<file path="src/rtl/sdram_rd_pkg.sv">
// Shared types and helpers for the SDRAM burst read sequencer.
// Holds the FSM state type, the burstcount width rule and the byte-shift rule.
package sdram_rd_pkg;

  typedef enum logic [1:0] {
    IDLE    = 2'd0,
    ISSUE   = 2'd1,
    COLLECT = 2'd2,
    FINISH  = 2'd3
  } rd_state_e;

  // Avalon burstcount must be able to represent MAX_BURST itself.
  function automatic int burstcount_w(input int max_burst);
    return $clog2(max_burst) + 1;
  endfunction

  // Shift that converts a word count into a byte offset.
  function automatic int byte_shift(input int data_w);
    return $clog2(data_w / 8);
  endfunction

endpackage

</file>
<file path="src/rtl/sdram_rd_fifo.sv">
// Synchronous output FIFO for the read sequencer; head word is visible combinationally.
// Asynchronous active-high reset and a synchronous flush clear the occupancy.
module sdram_rd_fifo #(
  parameter int  DATA_W = 32,
  parameter int  DEPTH  = 16,
  localparam int CNT_W  = $clog2(DEPTH + 1)
) (
  input  logic              clk,
  input  logic              reset,
  input  logic              flush,
  input  logic              push,
  input  logic [DATA_W-1:0] push_data,
  input  logic              pop,
  output logic [DATA_W-1:0] head_data,
  output logic              empty,
  output logic [CNT_W-1:0]  free_count
);

  localparam int PTR_W = (DEPTH > 1) ? $clog2(DEPTH) : 1;

  logic [DATA_W-1:0] mem [DEPTH];
  logic [PTR_W-1:0]  wr_ptr_reg;
  logic [PTR_W-1:0]  rd_ptr_reg;
  logic [CNT_W-1:0]  count_reg;
  logic              do_push;
  logic              do_pop;

  // Explicit wrap so non-power-of-two depths work too.
  function automatic logic [PTR_W-1:0] ptr_inc(input logic [PTR_W-1:0] p);
    return (p == PTR_W'(DEPTH - 1)) ? '0 : p + PTR_W'(1);
  endfunction

  assign do_push = push && (count_reg != CNT_W'(DEPTH));
  assign do_pop  = pop && (count_reg != '0);

  always_ff @(posedge clk) begin
    if (do_push) begin
      mem[wr_ptr_reg] <= push_data;
    end
  end

  always_ff @(posedge clk or posedge reset) begin
    if (reset) begin
      wr_ptr_reg <= '0;
      rd_ptr_reg <= '0;
      count_reg  <= '0;
    end else if (flush) begin
      wr_ptr_reg <= '0;
      rd_ptr_reg <= '0;
      count_reg  <= '0;
    end else begin
      if (do_push) wr_ptr_reg <= ptr_inc(wr_ptr_reg);
      if (do_pop)  rd_ptr_reg <= ptr_inc(rd_ptr_reg);
      case ({do_push, do_pop})
        2'b10:   count_reg <= count_reg + CNT_W'(1);
        2'b01:   count_reg <= count_reg - CNT_W'(1);
        default: count_reg <= count_reg;
      endcase
    end
  end

  assign head_data  = mem[rd_ptr_reg];
  assign empty      = (count_reg == '0);
  assign free_count = CNT_W'(DEPTH) - count_reg;

endmodule

</file>
<file path="src/rtl/sdram_read_sequencer.sv">
// Avalon-MM burst reader that streams num_words words from base_addr through a small FIFO.
// Define SDRAM_RD_TIMEOUT_EN to build the read watchdog that sets the sticky error flag.
module sdram_read_sequencer
  import sdram_rd_pkg::*;
#(
  parameter int ADDR_W      = 32,
  parameter int DATA_W      = 32,
  parameter int LEN_W       = 16,
  parameter int MAX_BURST   = 8,
  parameter int FIFO_DEPTH  = 16,
  parameter int TIMEOUT_CYC = 1024
) (
  input  logic                                clk,
  input  logic                                reset,
  input  logic                                start,
  input  logic [ADDR_W-1:0]                   base_addr,
  input  logic [LEN_W-1:0]                    num_words,
  output logic                                busy,
  output logic                                done,
  output logic                                error,
  output logic [ADDR_W-1:0]                   avm_address,
  output logic                                avm_read,
  output logic [burstcount_w(MAX_BURST)-1:0]  avm_burstcount,
  input  logic                                avm_waitrequest,
  input  logic [DATA_W-1:0]                   avm_readdata,
  input  logic                                avm_readdatavalid,
  output logic [DATA_W-1:0]                   out_data,
  output logic                                out_valid,
  input  logic                                out_ready
);

  localparam int BC_W   = burstcount_w(MAX_BURST);
  localparam int BSHIFT = byte_shift(DATA_W);
  localparam int CNT_W  = $clog2(FIFO_DEPTH + 1);

  if (FIFO_DEPTH < MAX_BURST || TIMEOUT_CYC < 2 || DATA_W < 8) begin : g_bad_cfg
    $error("sdram_read_sequencer: inconsistent parameter set");
  end

  rd_state_e          state_reg;
  rd_state_e          state_next;
  logic [ADDR_W-1:0]  addr_reg;
  logic [LEN_W-1:0]   remaining_reg;
  logic [LEN_W-1:0]   rem_after;
  logic [BC_W-1:0]    burst_reg;
  logic [BC_W-1:0]    beat_reg;
  logic               busy_reg;
  logic               done_reg;
  logic               read_req;
  logic               issue_ack;
  logic               beat_in;
  logic               last_beat;
  logic               fifo_pop;
  logic               fifo_empty;
  logic [CNT_W-1:0]   free_count;
  logic               wd_fire;

  function automatic logic [BC_W-1:0] clip_burst(input logic [LEN_W-1:0] rem);
    if (rem >= LEN_W'(MAX_BURST)) return BC_W'(MAX_BURST);
    return BC_W'(rem);
  endfunction

  assign rem_after = remaining_reg - LEN_W'(burst_reg);

  always_ff @(posedge clk or posedge reset) begin
    if (reset) state_reg <= IDLE;
    else       state_reg <= state_next;
  end

  always_comb begin
    state_next = state_reg;
    case (state_reg)
      IDLE:    if (start) state_next = (num_words == '0) ? FINISH : ISSUE;
      ISSUE:   if (issue_ack) state_next = COLLECT;
      COLLECT: if (last_beat) state_next = (remaining_reg != '0) ? ISSUE : FINISH;
      FINISH:  if (fifo_empty) state_next = IDLE;
      default: state_next = IDLE;
    endcase
    if (wd_fire) state_next = IDLE;
  end

  // A burst is only requested once the FIFO can take all of it.
  always_comb begin
    read_req = 1'b0;
    if (state_reg == ISSUE && 32'(burst_reg) <= 32'(free_count)) read_req = 1'b1;
    issue_ack = read_req && !avm_waitrequest;
    beat_in   = (state_reg == COLLECT) && avm_readdatavalid;
    last_beat = beat_in && (beat_reg == BC_W'(1));
    fifo_pop  = !fifo_empty && out_ready;
  end

  always_ff @(posedge clk or posedge reset) begin
    if (reset) begin
      addr_reg      <= '0;
      remaining_reg <= '0;
      burst_reg     <= '0;
      beat_reg      <= '0;
      busy_reg      <= 1'b0;
      done_reg      <= 1'b0;
    end else begin
      done_reg <= 1'b0;
      case (state_reg)
        IDLE: if (start) begin
          addr_reg      <= (base_addr >> BSHIFT) << BSHIFT;
          remaining_reg <= num_words;
          burst_reg     <= clip_burst(num_words);
          busy_reg      <= 1'b1;
        end
        ISSUE: if (issue_ack) begin
          addr_reg      <= addr_reg + (ADDR_W'(burst_reg) << BSHIFT);
          remaining_reg <= rem_after;
          burst_reg     <= clip_burst(rem_after);
          beat_reg      <= burst_reg;
        end
        COLLECT: if (beat_in) beat_reg <= beat_reg - BC_W'(1);
        FINISH: if (fifo_empty) begin
          done_reg <= 1'b1;
          busy_reg <= 1'b0;
        end
        default: ;
      endcase
      if (wd_fire) begin
        done_reg <= 1'b1;
        busy_reg <= 1'b0;
      end
    end
  end

`ifdef SDRAM_RD_TIMEOUT_EN
  localparam int WD_W = $clog2(TIMEOUT_CYC + 1);

  logic [WD_W-1:0] wd_reg;
  logic            error_reg;
  logic            wd_run;
  logic            wd_kick;

  assign wd_run  = read_req || (state_reg == COLLECT);
  assign wd_kick = (read_req && !avm_waitrequest) || avm_readdatavalid;
  assign wd_fire = wd_run && !wd_kick && (wd_reg == WD_W'(TIMEOUT_CYC - 1));

  always_ff @(posedge clk or posedge reset) begin
    if (reset) begin
      wd_reg    <= '0;
      error_reg <= 1'b0;
    end else begin
      if (!wd_run || wd_kick || wd_fire) wd_reg <= '0;
      else                               wd_reg <= wd_reg + WD_W'(1);
      if (wd_fire)                             error_reg <= 1'b1;
      else if (state_reg == IDLE && start)     error_reg <= 1'b0;
    end
  end

  assign error = error_reg;
`else
  assign wd_fire = 1'b0;
  assign error   = 1'b0;
`endif

  sdram_rd_fifo #(
    .DATA_W (DATA_W),
    .DEPTH  (FIFO_DEPTH)
  ) u_fifo (
    .clk        (clk),
    .reset      (reset),
    .flush      (wd_fire),
    .push       (beat_in),
    .push_data  (avm_readdata),
    .pop        (fifo_pop),
    .head_data  (out_data),
    .empty      (fifo_empty),
    .free_count (free_count)
  );

  assign busy           = busy_reg;
  assign done           = done_reg;
  assign avm_address    = addr_reg;
  assign avm_burstcount = burst_reg;
  assign avm_read       = read_req;
  assign out_valid      = !fifo_empty;

endmodule

</file>
<file path="config.mk">
export PLATFORM = sky130hd
export DESIGN_NAME = sdram_read_sequencer
export DESIGN_NICKNAME = d
export VERILOG_FILES = /design/src/rtl/sdram_rd_pkg.sv /design/src/rtl/sdram_rd_fifo.sv /design/src/rtl/sdram_read_sequencer.sv
export SDC_FILE = /design/constraint.sdc
export NUM_CORES = 1
export LEC_CHECK = 0
export CORE_UTILIZATION = 50
export DETAILED_ROUTE_END_ITERATION = 10
export PLACE_DENSITY = 0.76
export SYNTH_ARGS = -nofsm -noshare
export SYNTH_HDL_FRONTEND = slang
export SYNTH_SLANG_ARGS = --single-unit
</file>
<file path="constraint.sdc">
create_clock -name clk -period 15.7 [get_ports clk]
set_input_delay 2.355 -clock clk [delete_from_list [all_inputs] [get_ports clk]]
set_output_delay 2.355 -clock clk [all_outputs]
set_load 0.03 [all_outputs]
</file>
==> flow_summary.yaml <==
route:
  vias_per_cell: 6.205
  drtAntennaViolNets: 0
  met3_length_mm: 3.717
  wirelength_mm: 53.85
  wl_met2_mm: 27.00
  drc: 0
  route.layer.met1.wl_mm: 21.51
  vias: 13223
  dr.first_iter.drc_count: 1223
  wl_per_cell_um: 25.27
  top_layer_used: "met5"
  dr.pass1.iters: 5
global_routing:
  antenna_found_initial: 5
  grt_pass1_vias: 13605
  grt_max_degree: 73
  grt_pass1_wl_mm: 82.20
  grt-ovfl-total: 0
  grt_use_total_pct: 22.28
status:
  outcome: "completed"
floorplan:
  row_count: 79
  die_w_um: 221.3
  initial_core_util_pct: 51.22
  core_area_mm2: 0.04695
  die_y_um: 221.3
  io-pin-count: 159
  die_area_mm2: 0.04897
timing:
  slew_headroom_pct: 22.88
  worst_slew_pin_slew_ns: 1.147
  clock.fmax_mhz: 152.3
  slew_violations: 0
  finalHoldViolCount: 0
  finClkSkew_ns: 0.02412
  setup_viol: 0
  rsz0062_at_grt: "no"
  setup_tns_ns: 0
  fin_crit_sh_pct: 41.83
  min_period_ns: 6.567
setup_path:
  critPathKind: "flop to output pin"
  crit_fanout: 46
  reg2reg_depth: 7
  cp.required_ns: 13.35
  cp.arrival_ns: 4.21
  endpoint_kind: "output pin"
  r2r_slack_ns: 11.90
  r2r-end: "u_fifo.mem[0][7]$_DFFE_PP_"
  rr_startpoint: "state_reg[0]$_DFFE_PP0P_"
  start_kind: "flop"
hold_path:
  holdPathStages: 2
  hold_end: "busy$_DFFE_PP0P_"
  worstHoldPathType: "flop to flop"
  hp-start: "busy$_DFFE_PP0P_"
synthesis:
  synth_cells: 1306
  synthArstFlopShare_pct: 12.18
  yosys_most_used_dff: "edfxtp_1"
  synth_seq_cells: 583
  synth_edf_count: 512
  avgSynthCellArea_um2: 18.41
  ys_types: 68
  yosys-top-cells-area: "edfxtp_1 (64%), mux4_2 (15%), dfrtp_1 (7.4%)"
  netlist_area_mm2: 0.02405
  synth_area_leader_cell: "edfxtp_1"
  yosysSeqAreaShare_pct: 71.33
  ys_warn_count: 0
  synth_top_area_share_pct: 63.94
clocking:
  ctsResizeCount: 0
  cts_buffers: 55
  post_cts_buffers: 0
  clk_latency_ns: 0.61
  h-tree-depth: 2
  hold_buffers: 0
  cts_root_buf: "clkbuf_16"
  clock_sinks: 583
  clockBufferDepth: 3
  tritoncts: "built"
  cts.clk_slew.worst_paths_ns: 0.06
layout:
  instances_no_fill: 2131
  area_growth_pct: 17.23
  largest_reg_flops: 512
  drive_above_1_share_pct: 20.00
  fin_nets: 1591
power_and_ir_drop:
  power_uw: 5041
  power_density_mw_per_mm2: 178.8
  p_leak_uw: 0.009225
  ir_drop_mv: 0.1222
placement:
  dp_cells: 2026
  globalplace.congestion: 0.8685
  io_buffers: 153
  hpwl_mm: 30.69
job:
  max_cap_viol_count: 0
## layer usage
metal  vias up  global-route usage (%)
met5         -                       0
met4         2                   7.670
met3       105                   3.559
met2       561                   37.14
met1      6893                   30.06
li1       5662                       -
## power breakdown
group / internal, uW / switching [uW]
Clock: 769 / 562
Combinational: 808 / 876
Sequential: 1820 / 202
Total: 3400 / 1640
## cells in the mapped netlist, drive strengths merged, types with 7 or more instances
master	count
o32ai	7
a31oi	9
a21oi	56
edfxtp	512
nand2	62
nor4	10
xnor2	9
nand3	18
dfrtp	71
nor3	25
ha	26
nand4	7
clkbuf	45
mux4	160
buf	27
and2	8
o21ai	49
nand2b	7
nor2	43
o22ai	11
nor2b	7
inv	39
## critical path, cell delays in order, from the launching register on
cell and delay [ns]:
dfrtp_4 0.99, buf_4 0.83, mux4_2 0.61, mux4_2 0.54, clkdlybuf4s50_1 0.62
## per-stage QoR
step                      util (%)  cell area, um^2  hold slack, ns  worst slack [ns]
after floorplan                  -            24050          0.4664             9.253
after global placement       56.15            26370          0.4860             9.611
after detailed placement     56.15            26370          0.4936             9.635
after CTS                    60.02            28180          0.5185             8.978
after global routing         60.04            28190          0.5539             8.835
final                        60.04            28190          0.5166             9.133
## layout make-up
class / count / area, um^2
diodes: 4 / 10.01
flip-flops and latches: 583 / 17160
clock inverters: 35 / 376.6
fillers: 3308 / 18760
well taps: 607 / 759.5
clock buffers: 66 / 1439
repair buffers: 183 / 1757
multi-input cells: 614 / 6541
inverters: 39 / 146.4
## kinds of logic (layout without fill, tap and decap cells)
| group | count (synthesis) | after routing | synth area share, % |
|---|---|---|---|
| AOI/OAI and AO/OA | 190 | 190 | 5.068 |
| xor gates and xnor gates | 14 | 14 | 0.5099 |
| adders and majority gates | 29 | 29 | 1.603 |
| buffers and inverters | 111 | 323 | 1.837 |
| DFF | 583 | 583 | 71.33 |
| muxes | 167 | 167 | 15.30 |
| other | 1 | 7 | 0.01559 |
| and+or+nand+nor | 211 | 211 | 4.345 |
## worst max-delay path by stage
stage / start / to / slack, ns / cells past startpoint
after detailed placement: u_fifo.rd_ptr_reg[0]$_DFFE_PP0P_ / out_data[0] / 9.64 / 4
after global placement: u_fifo.rd_ptr_reg[0]$_DFFE_PP0P_ / out_data[29] / 9.61 / 4
after global routing: u_fifo.rd_ptr_reg[0]$_DFFE_PP0P_ / out_data[29] / 8.83 / 4
final: u_fifo.rd_ptr_reg[0]$_DFFE_PP0P_ / out_data[29] / 9.13 / 4
after CTS: u_fifo.rd_ptr_reg[0]$_DFFE_PP0P_ / out_data[29] / 8.98 / 4
after floorplan: avm_readdatavalid / u_fifo.mem[1][0]$_DFFE_PP_ / 9.25 / 4
## cell usage in the layout (no fill, tap or decap), types with 9 or more instances in the layout
cell type | Yosys | final
a21oi_1 | 54 | 54
o22ai_1 | 11 | 11
nor2_1 | 43 | 39
nand3_1 | 18 | 18
inv_1 | 39 | 38
o21ai_0 | 48 | 48
mux4_2 | 160 | 160
clkbuf_1 | 45 | 10
dfrtp_1 | 71 | 67
a31oi_1 | 9 | 9
xnor2_1 | 9 | 9
nand2_1 | 62 | 62
buf_4 | 3 | 30
edfxtp_1 | 512 | 512
clkinv_1 | 0 | 12
ha_1 | 26 | 26
clkbuf_16 | 0 | 56
nor3_1 | 24 | 20
clkinv_2 | 0 | 12
clkdlybuf4s50_1 | 0 | 153
No activity file was read; power rests on OpenSTA's default activity.
==> edit 1, RTL diff (same flow settings) <==
Build with the macro `SDRAM_RD_TIMEOUT_EN` defined.
--- a/src/rtl/sdram_read_sequencer.sv
+++ b/src/rtl/sdram_read_sequencer.sv
@@ -1,4 +1,6 @@
 // Avalon-MM burst reader that streams num_words words from base_addr through a small FIFO.
 // Define SDRAM_RD_TIMEOUT_EN to build the read watchdog that sets the sticky error flag.
+`define SDRAM_RD_TIMEOUT_EN
+
 module sdram_read_sequencer
   import sdram_rd_pkg::*;
Formal check against the unedited RTL: same outputs for any inputs over 4 cycles, from zero or initial values and one cycle with reset high; that may be too few to reach the edited logic, so the function may still have changed.
==> edit 1 against the unedited design <==
Sequential cell count grew 12. Setup slack lost 0.32 ns. Cell area grew 3.1%. Count of clock-buffer cells in the layout grew 2. Synthesized area grew 3.8%. Routed wire length grew 5.8%. Via count grew 7.1%. Total power grew 6.0%. Non-clock buffer count shrank 2. Critical path type unchanged. Largest cell class unchanged.
==> edit 1: results (changes against the unedited design) <==
status: "finished clean"
place_ws_ns: 9.34  # -0.299 ns
drt-initial-drc-count: 1290  # +5.5%
vias: 14200  # +7.1%
synthTopCellsByArea: "edfxtp_1 62%, mux4_2 14%, dfrtp_1 8.3%"
cts_buffers: 57  # +3.6%
reg2reg_depth: 8  # +1
whs_endpoint: "wd_reg[10]"
vdd_ir_drop_max_uv: 126  # +3.2%
fillCellCount: 3578  # +8.2%
io_buffers: 154  # +0.65%
hold_path.startpoint: "wd_reg[10]"
drt-pass1-iter-count: 6  # +1
post_drt_wl_per_cell_um: 24.9  # -1.5%
worst_ep_arrival_time_ns: 4.53  # +0.32 ns
post-route-min-period_ns: 6.89  # +0.321 ns
synth_cells: 1417  # +8.5%
layout-drive-gt1-share_pct: 18.3  # -1.7 points
ys_seq_area_share_pct: 69.9  # -1.4 points
rrSetupSlack_ns: 11.32  # -0.58 ns
relSlewSlack_pct: 22.5  # -0.40 points
antenna_found_initial: 1  # -4
grt_usage_pct: 22.9  # +0.57 points
fin_nets: 1697  # +6.7%
ys_types: 70  # +2.9%
p_leak_nw: 9.56  # +3.6%
r2r_end: "u_fifo.wr_ptr_reg[1]"
worstPathMaxFanout: 41  # -11%
place_congestion: 0.821  # -5.5%
viasPerCell: 6.19  # -0.30%
dp_cells: 2182  # +7.7%
## edit 1: final cells by class
class / instances / area share, %
Antenna cell: 1 / 0.00861
Clock buffer: 68 / 5.12
Clock inverter: 38 / 0.912
Inverter: 36 / 0.469
Multi-Input combinational cell: 706 / 24.6
Sequential cell: 595 / 60.1
Tap cell: 664 / 2.86
Timing Repair Buffer: 181 / 6.00
## edit 1: kinds of logic (layout without fill, tap and decap cells)
kind of cell | count (synthesis) | in the layout | synth area share [%]
AOI/OAI and AO/OA | 226 | 226 | 5.80
other | 1 | 3 | 0.0150
adders and majority gates | 34 | 34 | 1.80
muxes | 168 | 168 | 14.8
and+or+nand+nor | 253 | 253 | 4.98
xor gates and xnor gates | 23 | 23 | 0.807
DFF | 595 | 595 | 69.9
buffers and inverters | 117 | 323 | 1.90
## edit 1: worst max-delay path by stage
stage	start	to
after floorplan	avm_readdatavalid	u_fifo.mem[3][0]
after global placement	u_fifo.rd_ptr_reg[0]	out_data[31]
after detailed placement	u_fifo.rd_ptr_reg[0]	out_data[31]
after CTS	u_fifo.rd_ptr_reg[0]	out_data[7]
after global routing	u_fifo.rd_ptr_reg[0]	out_data[7]
final	u_fifo.rd_ptr_reg[0]	out_data[7]
## edit 1: layer usage
| layer | GRT usage (%) | vias to the layer above | part of all wire [%] |
|---|---|---|---|
| met5 | 0 | - | 0 |
| met4 | 7.29 | 0 | 2.4 |
| met3 | 3.49 | 100 | 7.2 |
| met2 | 38.6 | 670 | 51 |
| met1 | 30.6 | 7338 | 40 |
| li1 | - | 6053 | - |
## edit 1: worst max-delay path, stage by stage, from the launching register on
cell and delay (ns):
dfrtp_4 0.71, buf_4 0.70, buf_4 0.70, mux4_2 0.62, mux4_2 0.51, clkdlybuf4s50_1 0.61
## edit 1: through the flow
| step | utilization [%] | hold WS, ns |
|---|---|---|
| floorplan | - | 0.448 |
| global placement | 55.7 | 0.467 |
| detailed placement | 55.7 | 0.483 |
| CTS | 59.3 | 0.491 |
| global route | 59.3 | 0.514 |
| finish | 59.3 | 0.489 |
## edit 1: power breakdown
part	leakage [nW]	switching [W]	total [W]	internal, W
Clock	0.857	0.000578	0.00129	0.000709
Sequential	5.59	0.000193	0.00203	0.00184
Combinational	3.11	0.00113	0.00202	0.000895
==> edit 2, RTL diff (config.mk and constraints unchanged) <==
Without the edit above. Encoding of `rd_state_e`: now one-hot (4 bits for 4 states).
--- a/src/rtl/sdram_rd_pkg.sv
+++ b/src/rtl/sdram_rd_pkg.sv
@@ -3,9 +3,9 @@
 package sdram_rd_pkg;
 
-  typedef enum logic [1:0] {
-    IDLE    = 2'd0,
-    ISSUE   = 2'd1,
-    COLLECT = 2'd2,
-    FINISH  = 2'd3
+  typedef enum logic [3:0] {
+    IDLE    = 4'b0001,
+    ISSUE   = 4'b0010,
+    COLLECT = 4'b0100,
+    FINISH  = 4'b1000
   } rd_state_e;
 
Behaviour: same outputs for any inputs over 4 cycles, from zero or initial values and one cycle with reset high; so few cycles prove little.
==> edit 2 against the unedited design <==
Cell area rose by 1.2%. Setup slack got worse by 0.13 ns. Clock skew fell by 0.0026 ns. Core utilization fell by 0.42 points. Sequential cell count rose by 2. Routed wire length rose by 4.3%. Maximum frequency fell by 1.9%. Combinational power rose by 4%. Via count rose by 3.0%. Synthesized area rose by 1.2%. Critical endpoint is now out_data[6]. Non-clock buffer count rose by 2. Cell count rose by 1.3%. Total power rose by 1.1%.
==> edit 2: results (changes against the unedited design) <==
cts_setup_buffers: 0  # unchanged
max_stage_delay_ns: 1.10  # +0.11 ns
use_met2_pct: 37.5  # +0.39 points
cts_buffers: 56  # +1.8%
hold_class: "flip-flop to flip-flop"
grt_usage_pct: 22.8  # +0.57 points
dpl.hpwl_um: 30500  # -0.63%
htree_levels: 2  # unchanged
gr-usage-met1_pct: 30.9  # +0.88 points
fin_nets: 1610  # +1.2%
largest_register_ff_count: 512  # unchanged
power_switching_w: 0.00169  # +3.1%
antenna_found_initial: 4  # -1
worstPathMaxFanout: 54  # +17%
p_leak_nw: 9.33  # +1.1%
drt-initial-drc-count: 1253  # +2.5%
grt_pass1_vias: 13800  # +1.2%
postCtsResizedCells: 0  # unchanged
vdd_ir_drop_max_uv: 117  # -4.4%
grt_max_degree: 74  # +1.4%
ys_async_sr_fraction_pct: 12.5  # +0.30 points
cpMaxStageDelayCell: "dfrtp_4"
ys_types: 64  # -5.9%
cts-root-buf: "clkbuf_16"
cts_buffer_depth: 3  # unchanged
grt_util_met3_pct: 4.28  # +0.73 points
finalWirelength_um: 56200  # +4.3%
layout-drive-gt1-share_pct: 20.0  # +0.039 points
viasPerCell: 6.31  # +1.7%
ys.flop_type: "edfxtp_1"
grt_pass1_wl_um: 84400  # +2.7%
synth.top_cells.by_count: "512 x edfxtp_1, 160 x mux4_2, 72 x dfrtp_1"
worst_ep_arrival_time_ns: 4.34  # +0.13 ns
io_buffers: 153  # unchanged
clock_latency_ns: 0.61  # about the same
worst_pin_slew_ns: 1.20  # +0.0560 ns
drt-pass1-iter-count: 5  # unchanged
clock_skew_ns: 0.0215  # -0.00260 ns
ys_seq_area_share_pct: 70.7  # -0.63 points
status: "finished clean"
clk_pin_slew_ns: 0.06  # about the same
cp_top_family: "buffers and inverters"
synthTopCellsByArea: "edfxtp_1 63%, mux4_2 15%, dfrtp_1 7.4%"
synth_edf_count: 512  # unchanged
yosys_warnings: 0  # unchanged
place_congestion: 0.846  # -2.6%
-- edit 2: cell types whose count changed in the layout (fill, tap and decap cells not counted), sizes merged, moves of 5 or more --
| cell | change |
|---|---|
| a31oi | +16 |
| clkbuf | +8 |
| inv | -5 |
| nand2 | -19 |
| nor2 | +14 |
| o21ai | -26 |
| o22a | +13 |
| o22ai | +10 |
| o2bb2a | +12 |
| o32ai | -6 |
-- edit 2: final timing paths --
kind / start / endpoint / slack, ns / cells past startpoint
max: u_fifo.rd_ptr_reg[0] / out_data[6] / 9.01 / 4
max reg2reg: u_fifo.count_reg[0] / u_fifo.mem[7][7] / 12.18 / 8
min reg2reg: beat_reg[3] / beat_reg[3] / 0.51 / 1
min in group asynchronous: reset / avm_burstcount[0] / 2.36 / 3
max in group asynchronous: reset / u_fifo.rd_ptr_reg[0] / 12.54 / 3
min: beat_reg[3] / beat_reg[3] / 0.51 / 1
-- edit 2: logic make-up (layout without fill, tap and decap cells) --
family	count (synthesis)	after routing	share of synthesized area, %
adders and majority gates	29	29	1.58
muxes	166	166	15.1
other	1	5	0.0154
xor gates and xnor gates	13	13	0.468
AOI/OAI and AO/OA	213	213	5.97
and+or+nand+nor	210	210	4.35
DFF	585	585	70.7
buffers and inverters	116	323	1.85
-- edit 2: area by class of cell --
class | instances | area, um^2
Antenna cell | 2 | 5.00
Clock buffer | 74 | 1530
Clock inverter | 31 | 290
Fill cell | 3377 | 19300
Inverter | 33 | 124
Multi-Input combinational cell | 634 | 6820
Sequential cell | 585 | 17200
Tap cell | 615 | 769
Timing Repair Buffer | 185 | 1770
-- edit 2: worst register-to-register path, cell delays in order (launching register included) --
cell and delay, ns:
dfrtp_1 0.44, inv_1 0.12, ha_1 0.23, nor3b_1 0.17, ha_1 0.19, nor2_1 0.47
nand2_1 0.41, nor2_4 0.66, buf_4 0.48
-- edit 2: stage by stage --
step | utilization, % | instance area (um^2) | hold slack [ns] | cells | setup WS (ns)
floorplan | - | 24300 | 0.474 | 1335 | 10.04
global placement | 55.8 | 26700 | 0.489 | 2052 | 9.50
detailed placement | 55.8 | 26700 | 0.504 | 2052 | 9.48
CTS | 59.6 | 28500 | 0.517 | 2157 | 8.83
global route | 59.6 | 28500 | 0.540 | 2159 | 8.68
finish | 59.6 | 28500 | 0.512 | 2159 | 9.01
-- edit 2: power by group through the flow --
stage,clock network (W),logic [W],registers (W)
6_report,0.00134,0.00175,0.00200
4_1_cts,0.00137,0.00176,0.00200
2_1_floorplan,0,0.00126,0.00196
3_5_place_dp,0,0.00175,0.00203
5_1_grt,0.00141,0.00187,0.00202
3_3_place_gp,0,0.00172,0.00203
-- edit 2: metal layers --
layer  share of wire (%)  up-vias
met3                 7.0      109
met4                 2.9        4
met2                  51      601
li1                    -     5806
met1                  39     7098
met5               0.044        -
